### src/rtl/team_06_pkg.sv
// -----------------------------------------------------------------------------
// team_06_pkg
// Shared definitions for the clip arbiter slice: the arbiter FSM state type
// and the soft-clip knee/ceiling constants used by the clip stage.
// No ports (package).
// -----------------------------------------------------------------------------
package team_06_pkg;

  // Arbiter FSM: wait for a request, run the clip stage, hold the result
  typedef enum logic [1:0] {
    IDLE = 2'd0,
    PROC = 2'd1,
    HOLD = 2'd2
  } state_e;

  // Samples at or below the knee pass untouched; the ceiling bounds the output
  localparam logic [7:0] CLIP_START = 8'd180;
  localparam logic [7:0] CLIP_MAX   = 8'd220;

endpackage

### src/rtl/team_06_soft_clipping.sv
// -----------------------------------------------------------------------------
// team_06_soft_clipping
// Purely combinational soft clipper shared by both requesters.
//   x_i : unsigned 8-bit input sample
//   y_o : clipped sample
// Transfer: x <= knee -> x; knee < x <= ceiling -> knee + half the excess;
// above the ceiling -> ceiling. Every intermediate value fits in 8 bits.
// -----------------------------------------------------------------------------
module team_06_soft_clipping
  import team_06_pkg::*;
(
  input  logic [7:0] x_i,
  output logic [7:0] y_o
);

  logic [7:0] excess;

  // Halving the excess over the knee gives the soft region its gentler slope
  always_comb begin
    excess = x_i - CLIP_START;
    if (x_i <= CLIP_START) begin
      y_o = x_i;
    end else if (x_i <= CLIP_MAX) begin
      y_o = CLIP_START + (excess >> 1);
    end else begin
      y_o = CLIP_MAX;
    end
  end

endmodule

### src/rtl/team_06_clip_arbiter.sv
// -----------------------------------------------------------------------------
// team_06_clip_arbiter
// Round-robin arbiter feeding two 8-bit requesters through one shared soft
// clipper, with a saturating count of clipped samples.
//   clk, rst      : clock and synchronous active-high reset
//   req_valid[1:0]: per-requester sample valid
//   req_data0/1   : per-requester unsigned sample
//   req_ready[1:0]: per-requester accept strobe (one-hot, IDLE only)
//   clip_en       : route through the clipper (1) or bypass (0)
//   out_valid/out_data/out_id : registered result and requester index
//   out_ready     : downstream accept
//   clip_count    : saturating count of clipped samples above the knee
// -----------------------------------------------------------------------------
module team_06_clip_arbiter
  import team_06_pkg::*;
#(
  parameter int CNT_W = 16
) (
  input  logic             clk,
  input  logic             rst,
  input  logic [1:0]       req_valid,
  input  logic [7:0]       req_data0,
  input  logic [7:0]       req_data1,
  output logic [1:0]       req_ready,
  input  logic             clip_en,
  output logic             out_valid,
  output logic [7:0]       out_data,
  output logic             out_id,
  input  logic             out_ready,
  output logic [CNT_W-1:0] clip_count
);

  state_e           state_q;
  logic             lastGrant_q;
  logic [7:0]       sample_q;
  logic             gid_q;
  logic             clipEn_q;
  logic             outValid_q;
  logic [7:0]       outData_q;
  logic             outId_q;
  logic [CNT_W-1:0] clipCount_q;

  logic             grant;
  logic             transfer;
  logic [7:0]       clipped;

  // Round-robin pick: a lone requester always wins; on a tie the requester
  // that was not served last goes next. The pointer resets to 1 so
  // requester 0 wins the first tie after reset.
  always_comb begin
    if (req_valid == 2'b11) begin
      grant = ~lastGrant_q;
    end else begin
      grant = req_valid[1];
    end
  end

  // Ready is only offered while idle and never during reset, so a sample
  // cannot sneak in on the reset edge
  always_comb begin
    req_ready = 2'b00;
    if (!rst && (state_q == IDLE) && (req_valid != 2'b00)) begin
      req_ready = grant ? 2'b10 : 2'b01;
    end
  end

  assign transfer = |(req_valid & req_ready);

  team_06_soft_clipping u_clip (
    .x_i (sample_q),
    .y_o (clipped)
  );

  // Single FSM: latch the granted sample, compute the result one cycle later,
  // then hold it until downstream accepts. clip_en is captured with the
  // sample so later changes do not disturb the in-flight result.
  always_ff @(posedge clk) begin
    if (rst) begin
      state_q     <= IDLE;
      lastGrant_q <= 1'b1;
      sample_q    <= 8'd0;
      gid_q       <= 1'b0;
      clipEn_q    <= 1'b0;
      outValid_q  <= 1'b0;
      outData_q   <= 8'd0;
      outId_q     <= 1'b0;
      clipCount_q <= '0;
    end else begin
      case (state_q)
        IDLE: begin
          if (transfer) begin
            sample_q <= grant ? req_data1 : req_data0;
            gid_q    <= grant;
            clipEn_q <= clip_en;
            state_q  <= PROC;
          end
        end
        PROC: begin
          outData_q  <= clipEn_q ? clipped : sample_q;
          outId_q    <= gid_q;
          outValid_q <= 1'b1;
          if (clipEn_q && (sample_q > CLIP_START) && (clipCount_q != '1)) begin
            clipCount_q <= clipCount_q + CNT_W'(1);
          end
          state_q <= HOLD;
        end
        HOLD: begin
          if (out_ready) begin
            outValid_q  <= 1'b0;
            lastGrant_q <= gid_q;
            state_q     <= IDLE;
          end
        end
        default: begin
          state_q <= IDLE;
        end
      endcase
    end
  end

  assign out_valid  = outValid_q;
  assign out_data   = outData_q;
  assign out_id     = outId_q;
  assign clip_count = clipCount_q;

endmodule

### config.mk
export PLATFORM = sky130hd
export DESIGN_NAME = team_06_clip_arbiter
export DESIGN_NICKNAME = d
export VERILOG_FILES = /design/src/rtl/team_06_pkg.sv /design/src/rtl/team_06_soft_clipping.sv /design/src/rtl/team_06_clip_arbiter.sv
export SDC_FILE = /design/constraint.sdc
export NUM_CORES = 1
export LEC_CHECK = 0
export ABC_CLOCK_PERIOD_IN_PS = 6050
export BUFFER_PORTS_ARGS = -buffer_cell sky130_fd_sc_hd__buf_2
export CAP_MARGIN = 15
export CORE_MARGIN = 4
export CORE_UTILIZATION = 46
export CTS_CLUSTER_DIAMETER = 30
export DETAILED_ROUTE_END_ITERATION = 7
export GPL_ROUTABILITY_DRIVEN = 0
export PLACE_DENSITY = 0.71
export SKIP_CTS_REPAIR_TIMING = 1
export SYNTH_ARGS = -nofsm -noshare
export SYNTH_HDL_FRONTEND = slang
export SYNTH_SLANG_ARGS = --single-unit
### constraint.sdc
create_clock -name clk -period 6.05 [get_ports clk]
set_clock_uncertainty 0.15 [all_clocks]
set_input_delay 0.605 -clock clk [delete_from_list [all_inputs] [get_ports clk]]
set_output_delay 0.605 -clock clk [all_outputs]
set_load 0.03 [all_outputs]
==> summary.log, run 1 <==
qor: status.run_status finished clean
qor: synthesis.syn-num-nets 275
qor: layout.nFillCells 401
qor: layout.n_antenna_cell 0
qor: grt.initial_antenna_violation_count 0
qor: synthesis.synth.most_common_cell dfxtp_1
qor: die.floorplan.initialDensity 47.4%
qor: worst_hold_path.min_path_type reg -> reg
qor: grt.first_pass_grt_wire_length 7.71 mm
qor: grt.grt_max_degree 42
qor: synthesis.synth.top_cells.by_count dfxtp_1 (39), nor2_1 (31), a21oi_1 (19), nand2_1 (17), a211oi_1 (13)
qor: sta.worst_pin_slew 1080 ps
qor: routing.route.antenna.remaining_nets 0
qor: synthesis.ys.warnings.count 0
qor: die.io-pin-count 50
qor: routing.routed_via_density 5.57
qor: sta.finalMaxSlewViolations 0
qor: placement.port_buffer_cells 49
qor: synthesis.async_reset_ff_share 0%
qor: layout.final_nets 318
qor: cts.cts_buffer_depth 2
qor: setup_path.crit_fanout 11
qor: placement.dpl_cell_area 0.00232 mm^2
qor: power.p_leak 0.963 nW
qor: cts.htree_levels 2
qor: grt.grt_pass1_vias 1730
qor: synthesis.synth_top_cells_by_area dfxtp_1 (38%), nor2_1 (5.6%), a211oi_1 (4.7%), a21oi_1 (4.6%), mux2i_1 (3.9%)
qor: synthesis.synth_enable_flop_cells 0
qor: die.floorplan.rows 24
qor: layout.layout-drive-gt1-share 24.3%
qor: layout.layout.cell_area.non_filler 0.00244 mm^2
qor: synthesis.number_of_synthesized_register_bits 39
qor: sta.hold-worst-slack 309 ps
qor: cts.clockRootBuffer clkbuf_8
qor: setup_path.critical_path_slowest_stage_cell o31ai_1
qor: synthesis.post-synth-top-area-cell dfxtp_1
qor: routing.detailroute.via_count 1915
qor: run.maxCapViolations 0
qor: sta.timing_hold_violations_final 0
qor: routing.route.detailed.wl_per_inst 13.5 um
qor: synthesis.synth_ff_type dfxtp_1
qor: power.power.density_cell_area 255 mW/mm^2
qor: setup_path.cp_peak_stage_delay 850 ps
qor: routing.remaining_drc_errors 0
qor: cts.tritoncts done
qor: setup_path.crit_type reg -> reg
qor: setup_path.crit_path_cell_trace inv_1 -> ha_1 -> or3b_1 -> o31ai_1 -> a211oi_1 -> and4_1 -> mux2_2
qor: sta.layout_setup_ws 3100 ps
qor: routing.drt_first_pass_iters 4
qor: synthesis.yosysTopAreaCellShare 37.8%
qor: die.dieArea 0.00562 mm^2
qor: grt.grt_use_total 17.8%
qor: grt.grt_overflow 0
qor: sta.fmax 339 MHz
qor: sta.timing.final.crit_share 48.7%
qor: die.dieWidth 75.0 um
qor: routing.first_iter_violations 89
qor: placement.place_worst_setup_slack 3140 ps
qor: sta.grt_setup_unrepaired no
qor: setup_path.timing.critical_path.from_type flop
qor: power.ir_worst_vdd 151 uV
qor: synthesis.seq_area_frac_synth 37.8%
qor: layout.areaGrowthSynthToFinish 18.3%
qor: die.die_span_y 75.0 um
qor: synthesis.synth_cell_type_count 45
qor: synthesis.synth.cell_area 0.00206 mm^2
qor: power.power.total 0.622 mW
qor: setup_path.timing.reg2reg.setup_slack 3100 ps
qor: sta.setup_viol 0
qor: setup_path.worst-endpoint-required 6090 ps
qor: cts.cts.sink_count 39
qor: placement.detailed_place_hpwl 3.45 mm
qor: cts.clock_insertion_delay_at_the_later_pin_of_the_skew_report 290 ps
qor: sta.max_slew_margin 28.1%
qor: setup_path.endpoint_kind flop
qor: synthesis.netlist_instances 248
qor: synthesis.syn_area_per_cell 8.32 um^2
qor: die.core_region_area 0.00435 mm^2
qor: routing.drt_wl_total 4.63 mm
qor: cts.cts_inserted_buffers 5
qor: cts.clkSlewWorstSetupHoldPaths 80 ps
qor: sta.fin_setup_tns 0 ps
qor: sta.period_needed 2950 ps
qor: setup_path.cp.arrival 2980 ps
-- final timing paths --
kind | start | to | cells past startpoint
worst max-delay path | sample_q[3] | clip_count[6] | 7
worst max register to register | sample_q[3] | clip_count[6] | 7
worst min-delay path | out_data[6] | out_data[6] | 2
worst min register to register | out_data[6] | out_data[6] | 2
-- worst max-delay path, delay by kind of cell (launching register included) --
family / cells / cell delay (ps)
multiplexers: 1 / 260
flip-flops: 1 / 350
adder cells (fa/ha/maj): 1 / 140
buffers and inverters: 1 / 110
AO/OA/AOI/OAI: 2 / 1150
AND/OR/NAND/NOR: 2 / 670
-- cell type report --
type                            instances  area (um^2)  share of cell area (%)
Multi-Input combinational cell        189         1200                    49.3
Sequential cell                        39          781                    32.0
Timing Repair Buffer                   50          253                    10.3
Clock buffer                            6         82.6                    3.38
Tap cell                               52         65.1                    2.66
Clock inverter                          2         35.0                    1.43
Inverter                                6         22.5                   0.922
-- layer usage --
layer	vias to the layer above	track usage, %	part of all wire (%)
met3	4	5.74	6.3
met5	-	0	0
met4	0	4.74	0.58
li1	992	-	-
met2	57	29.8	45
met1	862	22.0	48
-- per-stage QoR --
| stage | util, % | instances |
|---|---|---|
| 6_report | 56.1 | 344 |
| 5_1_grt | 56.1 | 344 |
| 3_5_place_dp | 53.4 | 336 |
| 2_1_floorplan | - | 248 |
| 4_1_cts | 56.1 | 344 |
| 3_3_place_gp | 53.4 | 336 |
-- report_power, final --
group          internal [mW]  leakage [nW]  switching, mW
Clock                  0.133        0.0612         0.0924
Sequential             0.270         0.318         0.0147
Combinational         0.0457         0.584         0.0653
Total                  0.449         0.963          0.172
-- logic make-up (layout without fill, tap and decap cells) --
logic type	Yosys count	count (layout)	synth area share, %
and+or+nand+nor	98	98	24.8
AOI/OAI and AO/OA	67	67	21.7
DFF	39	39	37.8
buffers and inverters	20	64	3.88
muxes	10	10	4.97
xor gates and xnor gates	9	9	3.82
adders and majority gates	5	5	3.03
-- sequential cells by signal, indices dropped and copies added, names as in the netlist --
register	cells
clip_count	16
state_q	2
out_data	8
gid_q	1
clipEn_q	1
lastGrant_q	1
out_id	1
out_valid	1
sample_q	8
-- cell usage in the layout (no fill, tap or decap), types with 4 or more instances in the layout --
cell	Yosys	layout
a211oi_1	13	13
a21oi_1	19	19
and2_1	5	5
buf_2	4	49
clkbuf_8	0	6
dfxtp_1	39	39
ha_1	5	5
inv_1	6	6
mux2i_1	8	8
nand2_1	17	17
nand3_1	5	5
nor2_1	31	31
nor2b_1	8	8
nor3_1	6	6
o21ai_0	9	8
o22ai_1	4	4
o41ai_1	4	4
or2_2	4	4
xnor2_1	9	9
Power figures use the tool's default switching activity.
==> run 2: changes to the inputs <==
- ABC_CLOCK_PERIOD_IN_PS: 6050 -> 2900
- clock period: 6.05 -> 2.9 ns (I/O delays scaled with it)
==> run 2 against run 1 <==
- combinational power increased by 120%
- sequential power increased by 110%
- critical path type unchanged
- maximum frequency increased by 9.8%
- clock-buffer cell count unchanged
- wire length increased by 2.7%
- final area increased by 2.2%
- clock power increased by 110%
- first-iteration DRC count increased by 31%
- via count increased by 2.4%
- critical endpoint is now clip_count[10]
- cell count increased by 2.0%
- setup slack got worse by 2900 ps
==> summary.log, run 2 (synthesis results as in run 1) <==
qor: sta.timing.final.crit_share 92.5% [was 48.7%]
qor: setup_path.worstRegToRegCells 7 [unchanged]
qor: power.p_comb_share 18.7% [was 17.9%]
qor: power.seq_power_share 45.2% [was 45.8%]
qor: routing.first_iter_violations 117 [was 89]
qor: power.switchingPower 0.366 mW [was 0.172 mW]
qor: sta.fmax 373 MHz [was 339 MHz]
qor: setup_path.worstSetupStartpoint sample_q[2] [was sample_q[3]]
qor: setup_path.timing.critical_path.from_type flop [unchanged]
qor: grt.grt_use_total 18.0% [was 17.8%]
qor: setup_path.crit_path_cell_trace inv_1 -> ha_1 -> and3b_2 -> o21ai_2 -> or3_4 -> or4_1 -> mux2_2 [was inv_1 -> ha_1 -> or3b_1 -> o31ai_1 -> a211oi_1 -> and4_1 -> mux2_2]
qor: cts.tritoncts done [unchanged]
qor: placement.dpl_cell_area 0.00238 mm^2 [was 0.00232 mm^2]
qor: cts.cts_buffer_depth 2 [unchanged]
qor: power.ir_worst_vdd 324 uV [was 151 uV]
qor: sta.max_slew_margin 52.3% [was 28.1%]
qor: cts.clkSlewWorstSetupHoldPaths 80 ps [about the same]
qor: grt.grt_max_degree 42 [unchanged]
qor: layout.n_antenna_cell 0 [unchanged]
qor: placement.detailed_place_hpwl 3.54 mm [was 3.45 mm]
qor: grt.grt_pass1_vias 1753 [was 1730]
qor: cts.clockRootBuffer clkbuf_8 [unchanged]
qor: sta.timing_hold_violations_final 0 [unchanged]
qor: sta.worst_pin_slew 715 ps [was 1080 ps]
qor: sta.hold-worst-slack 83.4 ps [was 309 ps]
qor: routing.drt_first_pass_iters 4 [unchanged]
qor: setup_path.timing.reg2reg.setup_slack 220 ps [was 3100 ps]
qor: sta.finalMaxSlewViolations 0 [unchanged]
qor: power.p_sw_share 28.0% [was 27.7%]
qor: worst_hold_path.min_path_type in -> reg [was reg -> reg]
qor: die.floorplan.initialDensity 47.4% [unchanged]
qor: cts.cts.sink_count 39 [unchanged]
qor: run.maxCapViolations 0 [unchanged]
qor: layout.areaGrowthSynthToFinish 20.8% [was 18.3%]
qor: power.power.total 1.31 mW [was 0.622 mW]
qor: layout.final_nets 325 [was 318]
qor: cts.clock_insertion_delay_at_the_later_pin_of_the_skew_report 300 ps [was 290 ps]
qor: grt.first_pass_grt_wire_length 7.80 mm [was 7.71 mm]
qor: setup_path.crit-reg2reg-capture clip_count[10] [was clip_count[6]]
qor: layout.multi_input_comb_area 0.00120 mm^2 [unchanged]
qor: die.dieArea 0.00562 mm^2 [unchanged]
qor: die.die_span_y 75.0 um [unchanged]
qor: sta.fin_setup_tns 0 ps [unchanged]
qor: layout.number_of_flip_flops_in_the_largest_register 16 [unchanged]
qor: power.clockPowerShare 36.2% [was 36.3%]
qor: routing.drt_wl_total 4.75 mm [was 4.63 mm]
qor: power.cellInternalPower 0.942 mW [was 0.449 mW]
qor: grt.initial_antenna_violation_count 0 [unchanged]
qor: die.core_region_area 0.00435 mm^2 [unchanged]
qor: routing.remaining_drc_errors 0 [unchanged]
qor: power.power.density_cell_area 524 mW/mm^2 [was 255 mW/mm^2]
qor: setup_path.crit_fanout 13 [was 11]
qor: sta.layout_setup_ws 217 ps [was 3100 ps]
qor: routing.routed_via_density 5.59 [was 5.57]
qor: power.p_leak 0.999 nW [was 0.963 nW]
qor: sta.grt_setup_unrepaired no [unchanged]
qor: status.run_status finished clean [unchanged]
qor: layout.layout.cell_area.non_filler 0.00249 mm^2 [was 0.00244 mm^2]
qor: setup_path.cp_peak_stage_delay 550 ps [was 850 ps]
qor: setup_path.rr_startpoint sample_q[2] [was sample_q[3]]
qor: sta.period_needed 2680 ps [was 2950 ps]
qor: placement.place_worst_setup_slack 221 ps [was 3140 ps]
qor: setup_path.worst-endpoint-required 2950 ps [was 6090 ps]
qor: cts.htree_levels 2 [unchanged]
qor: setup_path.cp.arrival 2730 ps [was 2980 ps]
qor: layout.register_area 781 um^2 [unchanged]
qor: routing.route.detailed.wl_per_inst 13.5 um [about the same]
qor: routing.route.antenna.remaining_nets 0 [unchanged]
qor: die.floorplan.rows 24 [unchanged]
qor: cts.cts_inserted_buffers 5 [unchanged]
qor: layout.layout-drive-gt1-share 26.1% [was 24.3%]
qor: routing.detailroute.via_count 1961 [was 1915]
qor: layout.nFillCells 394 [was 401]
qor: placement.port_buffer_cells 49 [unchanged]
qor: layout.final_cell_mix buf_2 (49), dfxtp_1 (39), nor2_1 (31) [unchanged]
qor: setup_path.endpoint_kind flop [unchanged]
qor: setup_path.crit_type reg -> reg [unchanged]
qor: die.dieWidth 75.0 um [unchanged]
qor: layout.mostFrequentLayoutCell buf_2 [unchanged]
qor: sta.setup_viol 0 [unchanged]
qor: grt.grt_overflow 0 [unchanged]
qor: die.io-pin-count 50 [unchanged]
qor: setup_path.critPathCapture clip_count[10] [was clip_count[6]]
qor: setup_path.critical_path_slowest_stage_cell or4_1 [was o31ai_1]
==> run 2: changes by cell type in the layout (fill, tap and decap cells not counted), sizes merged <==
cell / before / now
buf: 50 / 57
==> run 2: power by group through the flow <==
| stage | clock [mW] | sequential (mW) | combinational (mW) |
|---|---|---|---|
| 2_1_floorplan | 0 | 0.615 | 0.164 |
| 3_3_place_gp | 0 | 0.601 | 0.242 |
| 3_5_place_dp | 0 | 0.603 | 0.244 |
| 4_1_cts | 0.485 | 0.590 | 0.245 |
| 5_1_grt | 0.505 | 0.595 | 0.272 |
| 6_report | 0.474 | 0.591 | 0.244 |
==> run 2: per-stage QoR <==
step | cells | util, %
global route | 351 | 57.3
detailed placement | 343 | 54.6
global placement | 343 | 54.6
floorplan | 248 | -
CTS | 351 | 57.3
finish | 351 | 57.3
==> run 2: cell type report <==
class | instances | share of cell area (%)
inverters | 6 | 0.903
repair buffers | 57 | 12.2
flip-flops and latches | 39 | 31.3
clock inverters | 2 | 1.40
clock buffers | 6 | 3.31
well taps | 52 | 2.61
multi-input cells | 189 | 48.2
==> run 2: worst min-delay path by stage <==
stage | startpoint | to | slack, ps | cells past startpoint
floorplan | rst | lastGrant_q | 260 | 2
global placement | out_data[6] | out_data[6] | 290 | 2
detailed placement | out_data[4] | out_data[4] | 290 | 2
CTS | clip_en | clipEn_q | 80 | 3
global route | clip_en | clipEn_q | 110 | 3
finish | clip_en | clipEn_q | 80 | 3
==> run 2: worst max-delay path, delay by kind of cell, from the launching register on <==
kind            cells  cell delay (ps)
simple gates        3             1260
flops               1              420
fa+ha+maj           1              280
mux                 1              280
buf+inv             1              110
compound gates      1               90
==> run 2: metal layers <==
layer  part of all wire, %  track usage, %  vias up  routed length [um]
met5                     0               0        -                   0
met4                   1.3            7.91        0                  62
met3                   6.9            5.07        6                 327
met2                    45            28.0       57                2160
met1                    46            23.3      892                2210
li1                      -               -     1006                   -
